--- src/rtl/fade_envelope_gen.sv ---
// -----------------------------------------------------------------------------
// fade_envelope_gen
//  Breathing-envelope generator feeding the gamma-LUT / PWM stage. Produces an
//  LW-bit brightness index that ramps as a triangle (0 -> MAX -> 0) or a
//  sawtooth (0 -> MAX, drop to 0), with a programmable step rate and dwell at
//  the top and bottom. Each new level is offered over a valid/ready handshake
//  so the consumer can latch it on its own period boundary; a stalled consumer
//  stalls the envelope (including dwell steps) rather than skipping values.
//
// Ports
//  CLK          in   1       system clock, rising edge
//  RST_N        in   1       asynchronous active-low reset
//  en           in   1       run enable; low forces IDLE and discards a pending sample
//  mode         in   1       0 = triangle, 1 = sawtooth
//  step_div     in   DIV_W   one envelope step every step_div+1 cycles
//  hold_top     in   HOLD_W  dwell steps at MAX
//  hold_bot     in   HOLD_W  dwell steps at 0
//  level        out  LW      current envelope value
//  level_valid  out  1       level holds an unconsumed sample
//  level_ready  in   1       consumer accepts level this cycle
//  cycle_done   out  1       one-cycle pulse when a full envelope period completes
// -----------------------------------------------------------------------------
module fade_envelope_gen #(
  parameter int unsigned LW     = 8,
  parameter int unsigned DIV_W  = 17,
  parameter int unsigned HOLD_W = 8
) (
  input  logic              CLK,
  input  logic              RST_N,
  input  logic              en,
  input  logic              mode,
  input  logic [DIV_W-1:0]  step_div,
  input  logic [HOLD_W-1:0] hold_top,
  input  logic [HOLD_W-1:0] hold_bot,
  output logic [LW-1:0]     level,
  output logic              level_valid,
  input  logic              level_ready,
  output logic              cycle_done
);

  localparam logic [LW-1:0] LVL_MAX    = '1;
  localparam logic [LW-1:0] LVL_MAX_M1 = LVL_MAX - LW'(1);
  localparam logic [LW-1:0] LVL_ONE    = LW'(1);

  typedef enum logic [2:0] {
    IDLE    = 3'd0,
    RISE    = 3'd1,
    HOLD_HI = 3'd2,
    FALL    = 3'd3,
    HOLD_LO = 3'd4
  } state_t;

  state_t            state;
  logic [DIV_W-1:0]  presc;
  logic [HOLD_W-1:0] hold_cnt;

  logic tick_c;
  logic adv_c;
  logic xfer_c;

  // A step is taken only when the output slot is free or being drained this
  // cycle; otherwise the tick is dropped. '>=' (rather than '==') keeps the
  // prescaler from running away if step_div is lowered below its count.
  assign tick_c = (presc >= step_div);
  assign adv_c  = tick_c & (~level_valid | level_ready);
  assign xfer_c = level_valid & level_ready;

  // Envelope state machine, prescaler and handshake registers.
  always_ff @(posedge CLK or negedge RST_N) begin
    if (!RST_N) begin
      state       <= IDLE;
      presc       <= '0;
      hold_cnt    <= '0;
      level       <= '0;
      level_valid <= 1'b0;
      cycle_done  <= 1'b0;
    end else begin
      cycle_done <= 1'b0;

      if (!en) begin
        // Level keeps its last value; the pending sample is discarded.
        state       <= IDLE;
        presc       <= '0;
        hold_cnt    <= '0;
        level_valid <= 1'b0;
      end else if (state == IDLE) begin
        // Every run starts by offering level 0.
        state       <= RISE;
        presc       <= '0;
        hold_cnt    <= '0;
        level       <= '0;
        level_valid <= 1'b1;
      end else begin
        presc <= tick_c ? '0 : presc + DIV_W'(1);

        // Drain first; a sample produced below in the same cycle overrides.
        if (xfer_c) begin
          level_valid <= 1'b0;
        end

        if (adv_c) begin
          case (state)
            RISE: begin
              level       <= level + LW'(1);
              level_valid <= 1'b1;
              if (level == LVL_MAX_M1) begin
                state    <= HOLD_HI;
                hold_cnt <= '0;
              end
            end

            // mode / hold_top are sampled here, at the decision point.
            HOLD_HI: begin
              if (hold_cnt < hold_top) begin
                hold_cnt <= hold_cnt + HOLD_W'(1);
              end else begin
                hold_cnt    <= '0;
                level_valid <= 1'b1;
                if (mode) begin
                  state <= HOLD_LO;
                  level <= '0;
                end else begin
                  state <= FALL;
                  level <= LVL_MAX_M1;
                end
              end
            end

            FALL: begin
              level       <= level - LW'(1);
              level_valid <= 1'b1;
              if (level == LVL_ONE) begin
                state    <= HOLD_LO;
                hold_cnt <= '0;
              end
            end

            // Leaving the bottom dwell closes one envelope period.
            HOLD_LO: begin
              if (hold_cnt < hold_bot) begin
                hold_cnt <= hold_cnt + HOLD_W'(1);
              end else begin
                hold_cnt    <= '0;
                state       <= RISE;
                level       <= LVL_ONE;
                level_valid <= 1'b1;
                cycle_done  <= 1'b1;
              end
            end

            default: begin
              state <= IDLE;
            end
          endcase
        end
      end
    end
  end

endmodule
--- config.mk ---
export PLATFORM = sky130hd
export DESIGN_NAME = fade_envelope_gen
export DESIGN_NICKNAME = d
export VERILOG_FILES = /design/src/rtl/fade_envelope_gen.sv
export SDC_FILE = /design/constraint.sdc
export NUM_CORES = 1
export LEC_CHECK = 0
export ABC_AREA = 1
export ABC_CLOCK_PERIOD_IN_PS = 1800
export CAP_MARGIN = 20
export CORE_MARGIN = 1
export CORE_UTILIZATION = 40
export CTS_CLUSTER_DIAMETER = 40
export DETAILED_ROUTE_END_ITERATION = 8
export PLACE_DENSITY_LB_ADDON = 0.08
export REMOVE_ABC_BUFFERS = 1
export SYNTH_ARGS = -nofsm -noshare
export SYNTH_HDL_FRONTEND = slang
export SYNTH_SLANG_ARGS = --single-unit
--- constraint.sdc ---
create_clock -name CLK -period 1.8 [get_ports CLK]
set_input_delay 0.36 -clock CLK [delete_from_list [all_inputs] [get_ports CLK]]
set_output_delay 0.36 -clock CLK [all_outputs]
set_load 0.01 [all_outputs]
# Word level (Yosys, flattened, before mapping)
# Index checks and enable logic that the tools add are counted.
[totals] ramBits=0 output_inout_bits=10 word_cells=76 in_bits=38 n_memories=0 regBits=38 latchBits=0 rom_bits=0
[classes] shifts=0 n_mux=38 n_addsub=4 magnitude_cmp=3 reduce_logical=7 n_div=0 mul=0 eq_ne=14 bitwise=4
[ops] op="two-way mux 8 bit" n=12
[ops] op="one-hot mux 8 bit (4 select lines)" n=2
[ops] op="two-way mux 17 bit" n=3
[ops] op="two-way mux 3 bit" n=8
[ops] op="adder 17 x 1 -> 17 bit (second input constant)" n=1
[ops] op="greater-or-equal comparator 17 bit" n=1
[ops] op="adder 8 x 1 -> 8 bit (second input constant)" n=2
[ops] op="less-than comparator 8 bit" n=2
[ops] op="inequality test 4 bit (second input constant)" n=4
[ops] op="one-hot mux 3 bit (4 select lines)" n=1
[ops] op="two-way mux 1 bit" n=11
[ops] op="AND reduction 5 bit" n=2
[ops] op="== test 8 x 1 -> 1 bit (second input constant)" n=1
[ops] op="== test 8 bit (second input constant)" n=1
[ops] op="subtractor 8 x 1 -> 8 bit (second input constant)" n=1
[ops] op="== test 3 x 2 -> 1 bit (second input constant)" n=2
[ops] op="inequality test 3 bit (second input constant)" n=2
[ops] op="inequality test 6 x 1 -> 1 bit (second input constant)" n=1
[ops] op="nonzero test 5 bit" n=1
[ops] op="AND reduction 4 bit" n=1
[ops] op="== test 3 x 1 -> 1 bit (second input constant)" n=1
[ops] op="== test 3 bit (second input constant)" n=1
[ops] op="zero test 3 bit" n=1
[ops] op="inequality test 3 x 1 -> 1 bit (second input constant)" n=1
[ops] op="6 further kinds" n=7

# Longest topological paths before layout
# Gate-level depths: netlist (run 1).
[logic_depth] depth_word=7 mapped_depth=16 mapped_depth_nobuf=15

# Worst setup path before layout (run 1)
# No wires, ideal clock.
[synth_path] path_type="register to register" startpoint="register presc[8]" endpoint="register level[6]" required_time_ns=1.674 arrival_time_ns=1.698 period_less_slack_ns=1.824 path_slack_ns=-0.024 stages_incl_launch_ff=14 cell_sequence="dfrtp_1 -> ha_1 -> nand2_1 -> nor2_1 -> nand3_1 -> nor2_2 -> nor2_2 -> nand3_2 -> nand2_2 -> nand2_2 -> nand2_4 -> buf_6 -> nand2_2 -> o21ai_2"
[synth_between] elab_chain_cells=4
[synth_lines] item="from (decl)" line_no="54" rtl="logic [DIV_W-1:0] presc;"
[synth_lines] item="from (signal assigned)" line_no="94" rtl="presc <= tick_c ? '0 : presc + DIV_W'(1);"
[synth_lines] item="greater-or-equal comparator 17 bit" line_no="64" rtl="assign tick_c = (presc >= step_div);"
[synth_lines] item="bitwise AND 1 bit" line_no="65" rtl="assign adv_c = tick_c & (~level_valid | level_ready);"
[synth_lines] item="nonzero test 2 bit (no line)"
[synth_lines] item="AND reduction 5 bit (no line)"
[synth_lines] item="to (signal assigned)" line_no="104" rtl="level <= level + LW'(1);"
[synth_lines] item="to (signal assigned)" line_no="130" rtl="level <= level - LW'(1);"
[synth_lines] item="to (decl)" line_no="35" rtl="output logic [LW-1:0] level,"
# No other way between the ends.
# A chain may end at the register's enable or synchronous reset.

# Worst setup path after layout (run 1)
[layout_path] startpoint="register presc[16]" endpoint="register level[3]"
# The elaborated chain is that of the path after synthesis.

==> reports/summary.log, run 1 <==
qor: sta.worst_slack -0.0934 ns
qor: detailed_routing.vias 3410
qor: sta.hold_viol 0
qor: sta.fmaxAchievable 0.528 GHz
qor: setup_path.worst-r2r-setup-slack -0.09 ns
qor: global_routing.antenna_found_initial 0
qor: sta.remaining_max_slew_budget_at_the_tightest_pin 66.3%
qor: synthesis.synthMuxAreaShare 0%
qor: setup_path.worst-endpoint-arrival 2.09 ns
qor: setup_path.worst_r2r_path_depth 12
qor: placement.hpwl_reported_at_the_end_of_detailed_placement 5.92 mm
qor: synthesis.synth_largest_type_area_fraction 27.8%
qor: sta.worst_setup_skew_after_layout 0.00779 ns
qor: clock_network.cts-root-to-sink-buffers 2
qor: placement.dpl_cell_area 4250 sq um
qor: sta.grt_setup_unrepaired yes
qor: clock_network.cts_tree done
qor: run_status.outcome complete, but fails checks
qor: sta.setup_viol_count_final 33
qor: die.floorplan.io_pins 48
qor: layout.fill_cells 733
qor: detailed_routing.number_of_vias_per_cell 4.98
qor: setup_path.timing.rr.end level[3]
qor: placement.gp_routability_congestion 0.892
qor: placement.placed_cells 660
qor: hold_path.min-delay-path-class primary input to asynchronous set/reset pin
qor: clock_network.numCtsBuffers 5
qor: synthesis.post_synth.cell_area_avg 7.16 sq um
qor: clock_network.cts.hold.buffers_added 0
qor: layout.area_growth_syn_to_layout 48.7%
qor: synthesis.synthAdderAreaFrac 13.6%
qor: layout.final_core_util 61.5%
qor: run_status.failed_checks setup timing
qor: clock_network.cts_max_level 2
qor: sta.timing_max_transition_violations_final 0
qor: setup_path.timing.setup.critical_path_class register to register
qor: detailed_routing.detailroute.wirelength.met3 344 um
qor: global_routing.global_route.overflow_total 0
qor: setup_path.worst_r2r_startpoint presc[16]
qor: layout.post_route_cells_drive_above_1_share 37.4%
qor: detailed_routing.route.detailed.drc 0
qor: die.die_width 94.4 um
qor: global_routing.global_route.usage.total 20.8%
qor: detailed_routing.wl_per_cell 12.9 um
qor: die.initial_util 41.3%
qor: clock_network.cts_root_buffer clkbuf_8
qor: flow_run.maxCapViolCount 0
qor: synthesis.postSynthRegisterBits 38
qor: global_routing.grt_max_degree 39
qor: synthesis.post_synth_inst_count 477
qor: die.vertical_die_dimension 94.4 um
qor: power_and_ir_drop.vdd_ir_drop_max 0.916 mV
qor: die.core_area 8260 sq um
qor: synthesis.synthSimpleGateAreaFrac 34.9%
qor: layout.post-route-cell-area 5080 sq um
qor: global_routing.grt_pass1_wl 14.6 mm
qor: detailed_routing.number_of_drc_markers_after_the_initial_detailed_route_iteration 93
qor: die.fp.dieArea 8910 sq um
qor: global_routing.first_global_vias 3176
qor: detailed_routing.detail_route.wirelength.met1 4.00 mm
qor: layout.final_common_cell nand2_1
qor: detailed_routing.route.top_layer_used met4
qor: setup_path.worstPathMaxFanout 8
qor: synthesis.synth_top_family_by_area simple AND/OR/NAND/NOR gates
qor: layout.layout_common_cells 82 x nand2_1, 55 x inv_1, 41 x buf_4
qor: placement.place.port_buffers 47
qor: setup_path.worst_ep_required_time 1.99 ns
qor: synthesis.yosys_warnings 0
qor: sta.hold-worst-slack 0.109 ns
qor: detailed_routing.routed_wirelength 8.86 mm
qor: detailed_routing.met2RoutedLength 4.37 mm
qor: sta.max_slew.worst_pin.slew 0.506 ns
qor: synthesis.yosys.cell_types.count 38
qor: synthesis.synth_largest_area_cell dfrtp_1
qor: clock_network.cts.reportedPaths.clkPinSlew 0.08 ns
qor: setup_path.cp-start-kind register
qor: layout.finalNetCount 654
qor: detailed_routing.detail_route.first_pass.iterations 4
qor: synthesis.post_synthesis_xor_xnor_area_fraction 3.33%
qor: synthesis.yosysSeqAreaShare 27.8%
qor: detailed_routing.final_antenna_net_count 0
qor: die.placementRows 33
qor: sta.period_share 105%
qor: layout.antenna-diode-count 0
qor: synthesis.synth_area_in_compound_gates 11.0%
qor: sta.finalWorstPathRequiredPeriod 1.89 ns
qor: setup_path.timing.critical_path.to_type register
qor: synthesis.netlist_area 3410 sq um
qor: clock_network.insertion_delay 0.29 ns
qor: layout.non_filler_cells_in_the_finished_layout 685
qor: synthesis.synth_top_area_cells dfrtp_1 28%, ha_1 14%, nand2_1 12%
qor: layout.seqCellArea 961 sq um
qor: power_and_ir_drop.total_leakage_power 2.38 nW
qor: clock_network.clock-sinks 38
qor: layout.multiInputGateArea 2720 sq um
qor: power_and_ir_drop.power_density 960 nW/um^2
==> cells in the mapped netlist <==
cell type  instances
xor2_1             6
nand2_2           10
nand2_4            3
nor4_1             1
nand2_1          109
o21ai_1            2
dfrtp_1           38
nand4_1            5
a21o_1             1
nor2_1            51
o21ai_0            9
nor2_8             1
inv_2              7
o21ai_2            8
a31oi_4            1
a21oi_4            1
nand4_4            1
buf_6              1
a21oi_1           20
a31o_2             1
nor2_4             4
o211ai_1           2
buf_2              2
or2_2              2
and3_1             1
xnor2_1            7
o21a_1             2
o31ai_1            4
a31oi_1            4
ha_1              37
nor3_1             7
nor4_2             1
nor2_2            12
nand3_1           38
clkinv_1           1
nand3_2            4
inv_1             71
o22ai_1            2
==> cell families after synthesis <==
logic type	after synthesis
compound gates	57
xor+xnor	13
fa+ha+maj	37
buf+inv	82
flops	38
simple gates	250
==> power by group <==
part	leakage (nW)	internal (W)	switching (W)	total, W
combinational	1.80	0.00106	0.00167	0.00273
clock	0.0714	0.000592	0.000324	0.000916
sequential	0.511	0.000989	0.000244	0.00123
==> critical path: stages, from the launching register on <==
cell     delay [ns]
dfrtp_1        0.42
ha_4           0.30
nand2_4        0.05
nor2_4         0.14
nand3_2        0.11
nor2_2         0.14
nor2_2         0.07
nand3_4        0.09
nand2_4        0.09
nand2_8        0.12
nand2_8        0.10
nand2_2        0.10
o21ai_2        0.05
==> what timing repair did <==
action | in CTS | in global routing
setup endpoints to repair | 39 | 39
pin swaps | 79 | 36
resized for setup | 105 | 63
hold endpoints to repair | 0 | 0
buffers inserted | 5 | 10
gates cloned | 2 | 0
==> per-stage QoR <==
stage	power [W]	worst slack [ns]	setup TNS (ns)
after floorplan	0.00269	0.0171	0
final	0.00488	-0.0934	-1.75
after global routing	0.00525	-0.202	-5.31
after CTS	0.00467	-0.0660	-0.967
after global placement	0.00343	-0.555	-18.81
after detailed placement	0.00345	-0.593	-19.45
==> final cells by class <==
| type | count | area share, % |
|---|---|---|
| clock buffer | 6 | 1.63 |
| clock inverter | 2 | 1.18 |
| inverter | 79 | 5.84 |
| multi-input combinational | 359 | 53.6 |
| sequential | 38 | 18.9 |
| tap | 105 | 2.59 |
| timing repair buffer | 96 | 16.3 |
==> per-layer routing <==
metal	up-vias	track usage, %
met5	-	0
met3	12	2.58
met1	1571	28.4
met4	0	5.90
met2	79	34.6
li1	1748	-
==> how the worst max path moves through the flow <==
| stage | start | endpoint |
|---|---|---|
| 6_report | presc[16] | level[3] |
| 4_1_cts | presc[6] | hold_cnt[6] |
| 5_1_grt | presc[16] | hold_cnt[2] |
| 3_5_place_dp | step_div[16] | hold_cnt[6] |
| 3_3_place_gp | step_div[16] | hold_cnt[1] |
| 2_1_floorplan | presc[8] | hold_cnt[3] |
==> registers in the layout (all words and copies together) (netlist names) <==
| name | flops |
|---|---|
| presc | 17 |
| hold_cnt | 8 |
| level | 8 |
| state | 3 |
| cycle_done | 1 |
| level_valid | 1 |
Note: power is estimated with default switching activity, not from simulation.
==> run 2, diff against run 1 <==
CORE_MARGIN = default   (was 1)
CTS_CLUSTER_DIAMETER = default   (was 40)
==> results of run 2 <==
Final layout, timing and power as in run 1 (identical DEF).
